===== config.mk =====
export PLATFORM = sky130hd
export DESIGN_NAME = mux_rr_reg
export DESIGN_NICKNAME = d
export VERILOG_FILES = /design/src/rtl/mux_rr_reg.sv
export SDC_FILE = /design/constraint.sdc
export NUM_CORES = 1
export LEC_CHECK = 0
export CAP_MARGIN = 20
export CORE_MARGIN = 3
export CORE_UTILIZATION = 32
export DETAILED_ROUTE_END_ITERATION = 8
export MAX_ROUTING_LAYER = met4
export PLACE_DENSITY = 0.86
export REMOVE_ABC_BUFFERS = 1
export SLEW_MARGIN = 10
export SYNTH_ARGS = -nofsm -noshare
export SYNTH_HDL_FRONTEND = slang
export SYNTH_SLANG_ARGS = --single-unit

===== constraint.sdc =====
create_clock -name clk -period 3.29 [get_ports clk]
set_input_delay 0.658 -clock clk [delete_from_list [all_inputs] [get_ports clk]]
set_output_delay 0.658 -clock clk [all_outputs]
set_load 0.005 [all_outputs]

===== src/rtl/mux_rr_reg.sv =====
// Registered N-input round-robin multiplexer with valid/ready channels on both sides.
// Optional macro MUX_RR_REG_SKID_EN adds a one-entry skid register behind the output.
module mux_rr_reg #(
  parameter int unsigned N = 4,
  parameter int unsigned W = 32
) (
  input  logic                clk,
  input  logic                arst,
  input  logic [N-1:0]        i_x_vld,
  input  logic [N-1:0][W-1:0] i_x,
  output logic [N-1:0]        o_x_rdy,
  output logic                o_y_vld,
  output logic [W-1:0]        o_y,
  output logic [N-1:0]        o_y_sel,
  input  logic                i_y_rdy
);

  localparam int unsigned PW = (N > 1) ? $clog2(N) : 1;
  localparam int unsigned SW = PW + 1;

  logic [PW-1:0] ptr;
  logic [N-1:0]  gnt_c;
  logic [PW-1:0] gnt_idx_c;
  logic [PW-1:0] ptr_nxt_c;
  logic [W-1:0]  data_c;
  logic          space_c;
  logic          accept_c;

  // Round-robin grant: scan channels starting at ptr, wrapping modulo N.
  always_comb begin
    logic          found;
    logic [SW-1:0] pos;
    logic [PW-1:0] idx;
    gnt_c = '0;
    found = 1'b0;
    pos   = '0;
    idx   = '0;
    for (int unsigned k = 0; k < N; k++) begin
      pos = {1'b0, ptr} + SW'(k);
      if (pos >= SW'(N)) begin
        pos = pos - SW'(N);
      end
      idx = PW'(pos);
      if (!found && i_x_vld[idx]) begin
        gnt_c[idx] = 1'b1;
        found      = 1'b1;
      end
    end
  end

  // Winner index and AND-OR payload select; unselected lanes contribute zero.
  always_comb begin
    gnt_idx_c = '0;
    data_c    = '0;
    for (int unsigned j = 0; j < N; j++) begin
      if (gnt_c[j]) begin
        gnt_idx_c = gnt_idx_c | PW'(j);
      end
      data_c = data_c | (i_x[j] & {W{gnt_c[j]}});
    end
  end

  always_comb begin
    if (gnt_idx_c == PW'(N - 1)) begin
      ptr_nxt_c = '0;
    end else begin
      ptr_nxt_c = gnt_idx_c + PW'(1);
    end
  end

  assign o_x_rdy  = gnt_c & {N{space_c}};
  assign accept_c = |o_x_rdy;

`ifdef MUX_RR_REG_SKID_EN

  logic          skid_vld;
  logic [W-1:0]  skid_data;
  logic [N-1:0]  skid_sel;
  logic          out_free_c;

  // Space comes only from registered state, cutting the i_y_rdy -> o_x_rdy path.
  assign space_c    = !skid_vld;
  assign out_free_c = !o_y_vld || i_y_rdy;

  always_ff @(posedge clk or posedge arst) begin
    if (arst) begin
      ptr       <= '0;
      o_y_vld   <= 1'b0;
      o_y       <= '0;
      o_y_sel   <= '0;
      skid_vld  <= 1'b0;
      skid_data <= '0;
      skid_sel  <= '0;
    end else begin
      if (accept_c) begin
        ptr <= ptr_nxt_c;
      end
      if (out_free_c) begin
        // Skid contents always go out before any newer word.
        if (skid_vld) begin
          o_y      <= skid_data;
          o_y_sel  <= skid_sel;
          o_y_vld  <= 1'b1;
          skid_vld <= 1'b0;
        end else if (accept_c) begin
          o_y     <= data_c;
          o_y_sel <= gnt_c;
          o_y_vld <= 1'b1;
        end else begin
          o_y_vld <= 1'b0;
          o_y_sel <= '0;
        end
      end else if (accept_c) begin
        skid_data <= data_c;
        skid_sel  <= gnt_c;
        skid_vld  <= 1'b1;
      end
    end
  end

`else

  assign space_c = !o_y_vld || i_y_rdy;

  always_ff @(posedge clk or posedge arst) begin
    if (arst) begin
      ptr     <= '0;
      o_y_vld <= 1'b0;
      o_y     <= '0;
      o_y_sel <= '0;
    end else begin
      if (accept_c) begin
        ptr     <= ptr_nxt_c;
        o_y     <= data_c;
        o_y_sel <= gnt_c;
        o_y_vld <= 1'b1;
      end else if (o_y_vld && i_y_rdy) begin
        o_y_vld <= 1'b0;
        o_y_sel <= '0;
      end
    end
  end

`endif

endmodule

==> flow_summary.toml, run 1 <==
[run_status]
outcome = "completed"

[placement]
place_hpwl_mm = 7.40
io_buffers = 175
gp_congestion = 0.891
dp.cells = 524

[yosys]
avgSynthCellArea_sq_um = 10.2
ys_warn_count = 0
yosysSeqAreaShare_pct = 38.3
synthCells = 250
ys_ff_latch = 39
synth.distinct_cells = 32
netlist_area_sq_um = 2540

[pwr]
vdd_ir_drop_max_mv = 0.638
p_seq_share_pct = 18.7
total_power_mw = 4.67
p_int_mw = 2.78
power_switching_share_pct = 40.6
power_density_nw_per_um2 = 999
pwr-share-clk_pct = 6.7
power.switching_mw = 1.89
p_comb_share_pct = 74.5
p_leak_nw = 1.99

[final_layout]
area_delta_synth_final_pct = 83.7
final_layout_size_suffix_gt1_share_pct = 13.1
fillers = 612
diodes = 0
fin_cells = 543
utilization_pct = 62.5
fin_nets = 584

[timing]
worst_pin_slew_ns = 0.533
finalCriticalPeriod_ns = 3.23
tns_ns = 0
slew-limit-headroom_pct = 64.3
setup_viol = 0
fin_skew_ns = 0.00365
fmax_ghz = 0.310
hold_viol = 0
fin_crit_sh_pct = 98.2
drv_slew = 0

[global_routing]
grt_pass1_vias = 2964
overflow = 0
antenna_found_initial = 0
grt_usage_pct = 20.1
grt_start_max_net_pins = 38
grt_pass1_wl_mm = 13.7

[worst_setup_path]
arrival_ns = 3.40
critPathLaunchType = "input pin"
end_kind = "flip-flop"
path_max_fanout = 7
crit_type = "input pin to flip-flop"
critPathRequiredTime_ns = 3.46
rrSetupSlack_ns = 0.10

[worst_hold_path]
holdCritPathClass = "flip-flop to flip-flop"

[die]
fp-row-count = 31
io_pins = 176
start_util_pct = 34.0
die-area_sq_um = 9060
die_w_um = 95.2
die_h_um = 95.2
core_sq_um = 7490

[clock_tree]
numCtsBuffers = 5
path_clk_slew_ns = 0.08
ctsHtreeMaxLevel = 2
cts-root-buf = "clkbuf_8"
cts.sink_count = 39
cts_hold_buffers = 0
insertion_delay_ns = 0.28
cts_tree = "done"
cts_max_path_buffers = 2

[drt]
wl_met1_mm = 3.35
wl_met2_mm = 5.16
drtAntennaViolNets = 0
dr_wl_met3_um = 846
drt-vias-per-instance = 5.30
top_layer_used = "met4"
via_count = 2878
first_pass_iters = 5
drt_iter0_markers = 118
wirelength_mm = 9.57
drc = 0
routedWlPerCell_um = 17.6

[job]
cap_violations = 0
-- logic make-up (layout without fill, tap and decap cells) --
family | Yosys count | after routing | share of synthesized area, %
flops | 39 | 39 | 38.3
compound gates | 89 | 89 | 26.7
simple gates | 53 | 53 | 9.34
mux | 35 | 35 | 16.8
xor+xnor | 1 | 1 | 0.344
buf+inv | 27 | 221 | 5.46
fa+ha+maj | 6 | 6 | 2.95
-- worst paths after layout --
check,end,depth (start not counted),start
setup / recovery,o_y[23],10,i_x_vld[3]
setup reg to reg,o_y[23],10,ptr[0]
min in group asynchronous,o_y[9],2,arst
max in group asynchronous,o_y[7],3,arst
hold reg to reg,o_y[2],1,o_y[2]
hold / removal,o_y[2],1,o_y[2]
-- power by group through the flow --
stage | registers [mW] | logic [mW] | clock network (mW)
2_1_floorplan | 0.905 | 1.76 | 0
3_3_place_gp | 0.871 | 3.06 | 0
3_5_place_dp | 0.887 | 3.17 | 0
4_1_cts | 0.879 | 3.18 | 0.322
5_1_grt | 0.909 | 3.80 | 0.345
6_report | 0.875 | 3.48 | 0.314
-- Yosys cell counts --
| library cell | number | area (sq um) |
|---|---|---|
| ha_1 | 6 | 75.1 |
| buf_1 | 7 | 26.3 |
| buf_6 | 4 | 45.0 |
| xnor2_1 | 1 | 8.76 |
| o22a_1 | 1 | 8.76 |
| a21oi_1 | 1 | 5.00 |
| o21ai_1 | 6 | 30.0 |
| inv_2 | 2 | 7.51 |
| a221o_1 | 4 | 40.0 |
| nand2_1 | 35 | 131 |
| mux2_2 | 8 | 90.1 |
| nor2b_4 | 1 | 13.8 |
| buf_2 | 6 | 30.0 |
| o31ai_1 | 1 | 7.51 |
| nor4_1 | 1 | 6.26 |
| inv_1 | 4 | 15.0 |
| nand2b_1 | 1 | 6.26 |
| a22o_1 | 4 | 35.0 |
| mux2_1 | 24 | 270 |
| and3b_1 | 2 | 17.5 |
| o21ai_0 | 1 | 5.00 |
| a22oi_1 | 67 | 503 |
| o41ai_4 | 1 | 27.5 |
| a31oi_1 | 3 | 18.8 |
| nor3b_1 | 2 | 15.0 |
| dfrtp_1 | 39 | 976 |
| clkbuf_1 | 4 | 15.0 |
| mux4_2 | 3 | 67.6 |
| nor2b_1 | 1 | 6.26 |
| and2_1 | 1 | 6.26 |
| nor3_1 | 1 | 5.00 |
| nor2_1 | 8 | 30.0 |
-- flip-flops by register name, indices dropped and copies added, names as in the netlist --
| register | count |
|---|---|
| o_y_vld | 1 |
| o_y | 32 |
| ptr | 2 |
| o_y_sel | 4 |
-- metrics by stage --
stage	cell area (sq um)	hold slack (ns)	setup slack, ns
6_report	4680	0.494	0.0594
4_1_cts	4550	0.498	-0.000931
3_3_place_gp	4460	0.472	-0.317
3_5_place_dp	4460	0.481	-0.399
2_1_floorplan	2430	0.489	-0.957
5_1_grt	4680	0.517	-0.0348
-- area by class of cell --
class	count	area [sq um]	share of cell area, %
Multi-Input combinational cell	184	1440	30.9
Inverter	6	22.5	0.482
Timing Repair Buffer	207	2020	43.3
Clock buffer	6	72.6	1.55
Clock inverter	2	12.5	0.268
Sequential cell	39	976	20.9
Tap cell	99	124	2.65
-- routing by layer --
| layer | GRT usage [%] | up-vias |
|---|---|---|
| li1 | - | 1339 |
| met3 | 5.29 | 17 |
| met5 | - | - |
| met1 | 20.6 | 1377 |
| met4 | 6.49 | 0 |
| met2 | 37.1 | 145 |
-- cell usage in the layout, fill, tap and decap left out, types with 3 or more instances in the layout --
cell / n
nand2_1: 35
a221o_1: 3
dfrtp_1: 39
dlygate4sd2_1: 5
a22o_1: 4
a31oi_1: 3
o21ai_1: 6
mux2_1: 24
buf_4: 26
clkbuf_8: 5
mux4_2: 3
ha_1: 5
mux2_2: 8
inv_1: 3
clkdlybuf4s50_1: 167
buf_6: 3
a22oi_1: 67
nor2_1: 8
-- worst max-delay path: stages --
cell	delay (ns)
dlygate4sd2_1	0.27
mux4_2	0.54
buf_4	0.17
a22o_1	0.23
a221o_2	0.36
buf_12	0.15
o41ai_4	0.36
buf_6	0.15
buf_4	0.16
mux2_1	0.34
-- timing repair --
action                     CTS  global route
cloned                       0             2
setup endpoints to repair   36            33
resized for setup            8            17
pin swaps                    1             1
hold endpoints to repair     0             0
setup buffers                2             7
No activity file was read; power rests on OpenSTA's default activity.
==> run 2: changes to the inputs <==
==> constraint.sdc (replaced) <==
create_clock -name clk -period 3.29 [get_ports clk]
set_input_delay 0.658 -clock clk [delete_from_list [all_inputs] [get_ports clk]]
set_output_delay 0.658 -clock clk [all_outputs]
set_load 0.1 [all_outputs]
==> run 2 against run 1 <==
Against the previous run:
- maximum frequency is 0.71% higher
- via count is 0.76% lower
- first-iteration DRC count is 4.2% lower
==> flow_summary.toml, run 2 (synthesis results as in run 1) <==
[drt]
drc = 0
drt_iter0_markers = 113
via_count = 2856
first_pass_iters = 5
drt-vias-per-instance = 5.28
drtAntennaViolNets = 0
wirelength_mm = 9.28
routedWlPerCell_um = 17.1

[die]
core_sq_um = 7490
fp-row-count = 31
die_w_um = 95.2
die_h_um = 95.2
io_pins = 176
die-area_sq_um = 9060
start_util_pct = 34.0

[timing]
drv_slew = 0
fin_skew_ns = 0.00808
rsz0062_at_grt = "false"
worst_pin_slew_ns = 0.704
setup_viol = 0
worst_slack_ns = 0.0823
finalCriticalPeriod_ns = 3.21
fin_crit_sh_pct = 97.5
fmax_ghz = 0.312
slew-limit-headroom_pct = 53.0
hold_viol = 0

[worst_setup_path]
arrival_ns = 3.39
critPathRequiredTime_ns = 3.47
cpPeakStageDelay_ns = 0.52
end_kind = "flip-flop"
critPathLaunchType = "input pin"
crit_type = "input pin to flip-flop"
path_cells = "dlygate4sd2_1 > mux4_2 > buf_4 > a22o_1 > a221o_1 > buf_4 > o41ai_4 > buf_4 > clkbuf_4 > mux2_2"
path_max_fanout = 6
crit_path_frequent_cell = "buf_4"
critPathSlowestCell = "mux4_2"

[worst_hold_path]
holdCritPathClass = "flip-flop to flip-flop"

[final_layout]
diodes = 0
final_common_cell = "clkdlybuf4s50_1"
layout_common_cells = "130 x clkdlybuf4s50_1, 67 x a22oi_1, 64 x buf_4"
area_delta_synth_final_pct = 79.6
final_layout_size_suffix_gt1_share_pct = 21.7
fillers = 616
regMostFlops = "o_y"
top_regs = "o_y: 32 flops, o_y_sel: 4 flops, ptr: 2 flops"
fin_nets = 582
largest_reg_flops = 32

[placement]
gp_congestion = 0.798
dp_slack_ns = -0.408
io_buffers = 175
place_hpwl_mm = 7.34

[clock_tree]
insertion_delay_ns = 0.29
cts.sink_count = 39
numCtsBuffers = 5
path_clk_slew_ns = 0.08
cts_max_path_buffers = 2
cts-root-buf = "clkbuf_8"
cts_tree = "done"
ctsHtreeMaxLevel = 2

[global_routing]
grt_pass1_vias = 3131
grt_start_max_net_pins = 37
antenna_found_initial = 0
grt_pass1_wl_mm = 14.4
overflow = 0
grt_usage_pct = 20.7

[run_status]
outcome = "completed"

[job]
cap_violations = 0
[run 2: changes by cell type in the layout (fill, tap and decap cells not counted), moves of 2 or more]
cell | previous run | this run
buf_12 | 1 | 4
buf_4 | 26 | 64
clkbuf_2 | 2 | 0
clkdlybuf4s50_1 | 167 | 130
nor2_1 | 8 | 6
nor2_2 | 0 | 2
[run 2: per-stage QoR]
step | instance area [sq um] | setup TNS (ns) | utilization [%] | hold WS [ns] | instances
CTS | 4570 | 0 | 61.0 | 0.500 | 541
finish | 4570 | 0 | 61.1 | 0.495 | 541
detailed placement | 4420 | -12.37 | 59.1 | 0.482 | 526
floorplan | 2430 | -35.50 | - | 0.570 | 229
global route | 4570 | 0 | 61.1 | 0.524 | 541
global placement | 4420 | -8.41 | 59.1 | 0.475 | 526
[run 2: final timing paths]
| kind | start | endpoint | slack (ns) | depth (start not counted) |
|---|---|---|---|---|
| setup / recovery | i_x_vld[2] | o_y[8] | 0.08 | 10 |
| hold / removal | o_y[18] | o_y[18] | 0.50 | 1 |
| setup reg to reg | ptr[0] | o_y[8] | 0.18 | 10 |
| hold reg to reg | o_y[18] | o_y[18] | 0.50 | 1 |
| max in group asynchronous | arst | o_y[12] | 1.96 | 3 |
| min in group asynchronous | arst | o_y[31] | 0.65 | 2 |
[run 2: what timing repair did]
action / 4_1_cts / 5_1_grt
resized for setup: 9 / 2
hold buffers: 0 / 0
setup endpoints to repair: 30 / 4
cloned: 2 / 0
setup buffers: 5 / 0
endpoints found under the hold margin: 0 / 0
pin swaps: 1 / 0
[run 2: metal layers]
| layer | share of wire, % | up-vias | GRT usage (%) |
|---|---|---|---|
| met4 | 2.1 | 0 | 6.85 |
| li1 | - | 1332 | - |
| met3 | 6.9 | 16 | 4.58 |
| met1 | 38 | 1377 | 22.9 |
| met5 | 0 | - | - |
| met2 | 53 | 131 | 36.7 |
[run 2: layout make-up]
class	instances	area, sq um	area share (%)
clock buffer	6	72.6	1.59
clock inverter	2	12.5	0.274
inverter	6	22.5	0.493
multi-input combinational	184	1440	31.4
sequential	39	976	21.3
tap	99	124	2.71
timing repair buffer	205	1930	42.1
[run 2: worst max-delay path: cells and delay by family]
| family | cells | cell delay, ns |
|---|---|---|
| buf+inv | 5 | 1.01 |
| compound gates | 3 | 0.87 |
| mux | 2 | 0.86 |
Power of run 2 is not shown: default switching activity piles up to over one toggle a cycle in this logic, so the estimate is an artifact.
==> run 3: changes to the inputs <==
--- a/config.mk
+++ b/config.mk
@@ -12,6 +12,7 @@
 export MAX_ROUTING_LAYER = met4
 export PLACE_DENSITY = 0.86
 export REMOVE_ABC_BUFFERS = 1
+export SETUP_SLACK_MARGIN = 0.02
 export SLEW_MARGIN = 10
 export SYNTH_ARGS = -nofsm -noshare
 export SYNTH_HDL_FRONTEND = slang
==> run 3 against run 2 <==
Against the previous run:
- worst hold slack about the same
- non-clock buffer count up 2
- worst setup slack gained 0.015 ns
- largest cell class unchanged
==> flow_summary.toml, run 3 (synthesis results as in run 1) <==
[timing]
fmax_ghz = 0.313
fin_skew_ns = 0.00760
worst_slack_ns = 0.0977
fin_crit_sh_pct = 97.0
setup_viol = 0
finalCriticalPeriod_ns = 3.19
drv_slew = 0
rsz0062_at_grt = "false"
worst_pin_slew_ns = 0.722
slew-limit-headroom_pct = 51.8
hold_viol = 0
tns_ns = 0

[die]
io_pins = 176
core_sq_um = 7490
die-area_sq_um = 9060
fp-row-count = 31
start_util_pct = 34.0
die_h_um = 95.2
die_w_um = 95.2

[worst_setup_path]
rrSetupSlack_ns = 0.20
crit_start = "i_x_vld[2]"
arrival_ns = 2.53
crit_type = "input pin to primary output"
critPathLaunchType = "input pin"
critPathSlowestCell = "mux4_2"
cpPeakStageDelay_ns = 0.52
cp.depth = 8
rr_endpoint = "o_y[12]"
crit_family = "buffers and inverters"
path_cells = "dlygate4sd2_1 > mux4_2 > buf_4 > a22o_1 > a221o_1 > inv_2 > nor2_2 > buf_12"
end_kind = "primary output"
critical_path_buf_inv_count = 4
crit_path_end = "o_x_rdy[0]"
r2r_cells = 11
critPathRequiredTime_ns = 2.63
r2r-start = "ptr[1]"
path_max_fanout = 6

[final_layout]
final_common_cell = "clkdlybuf4s50_1"
area_delta_synth_final_pct = 80.5
final_layout_size_suffix_gt1_share_pct = 22.3
layout_common_cells = "130 x clkdlybuf4s50_1, 67 x a22oi_1, 66 x buf_4"
diodes = 0
top_regs = "o_y: 32 flops, o_y_sel: 4 flops, ptr: 2 flops"
regMostFlops = "o_y"
final_area_sq_um = 4590
utilization_pct = 61.4
fin_nets = 584
largest_reg_flops = 32

[clock_tree]
ctsHtreeMaxLevel = 2
insertion_delay_ns = 0.29
path_clk_slew_ns = 0.07
numCtsBuffers = 5
cts_max_path_buffers = 2
cts_tree = "done"
cts-root-buf = "clkbuf_8"
cts_hold_buffers = 0
cts.sink_count = 39

[placement]
io_buffers = 175
gp_congestion = 0.798
dpl_cell_area_sq_um = 4420
place_hpwl_mm = 7.34
dp_slack_ns = -0.408

[global_routing]
grt_pass1_vias = 3131
grt_pass1_wl_mm = 14.4
grt_usage_pct = 20.7
overflow = 0
antenna_found_initial = 0
grt_start_max_net_pins = 37

[drt]
drt_iter0_markers = 128
drt-vias-per-instance = 5.30
drc = 0
via_count = 2876
first_pass_iters = 4
wirelength_mm = 9.26
drtAntennaViolNets = 0
routedWlPerCell_um = 17.0

[job]
cap_violations = 0

[run_status]
outcome = "completed"

[worst_hold_path]
holdCritPathClass = "flip-flop to flip-flop"
==> run 3: worst reg2reg max path, cell delays in order (launching register included) <==
cell and delay (ns):
dfrtp_1 0.40, inv_1 0.14, ha_1 0.29, mux4_2 0.32
nor2b_4 0.16, a22o_1 0.17, a221o_1 0.30, buf_4 0.16
o41ai_4 0.35, buf_4 0.20, buf_6 0.15, mux2_1 0.34
==> run 3: layer usage <==
| metal | GRT usage (%) | wire length [um] | vias to the layer above |
|---|---|---|---|
| met2 | 36.7 | 4920 | 138 |
| li1 | - | - | 1338 |
| met5 | - | 0 | - |
| met1 | 22.9 | 3450 | 1384 |
| met4 | 6.85 | 191 | 0 |
| met3 | 4.58 | 691 | 16 |
==> run 3: cell type report <==
| type | instances | area, sq um |
|---|---|---|
| clock buffer | 6 | 72.6 |
| tap | 99 | 124 |
| sequential | 39 | 976 |
| fill | 613 | 2890 |
| inverter | 6 | 22.5 |
| timing repair buffer | 207 | 1950 |
| multi-input combinational | 184 | 1440 |
| clock inverter | 2 | 12.5 |
==> run 3: worst min path at each step <==
stage / cells past startpoint / endpoint / startpoint
2_1_floorplan: 2 / ptr[1] / ptr[1]
3_3_place_gp: 1 / o_y[11] / o_y[11]
3_5_place_dp: 1 / o_y[18] / o_y[18]
4_1_cts: 1 / o_y[18] / o_y[18]
5_1_grt: 1 / o_y[20] / o_y[20]
6_report: 1 / o_y[18] / o_y[18]
==> run 3: what timing repair did <==
item	CTS	global route
endpoints found under the setup margin	36	9
pin swaps	1	0
setup buffers	5	2
resized for setup	9	5
gates cloned	2	0
==> run 3: per-stage QoR <==
stage | hold slack, ns | instances
final | 0.495 | 543
after CTS | 0.500 | 541
after detailed placement | 0.482 | 526
after global routing | 0.524 | 543
after global placement | 0.475 | 526
after floorplan | 0.570 | 229
Power of run 3 is left out for the same reason.
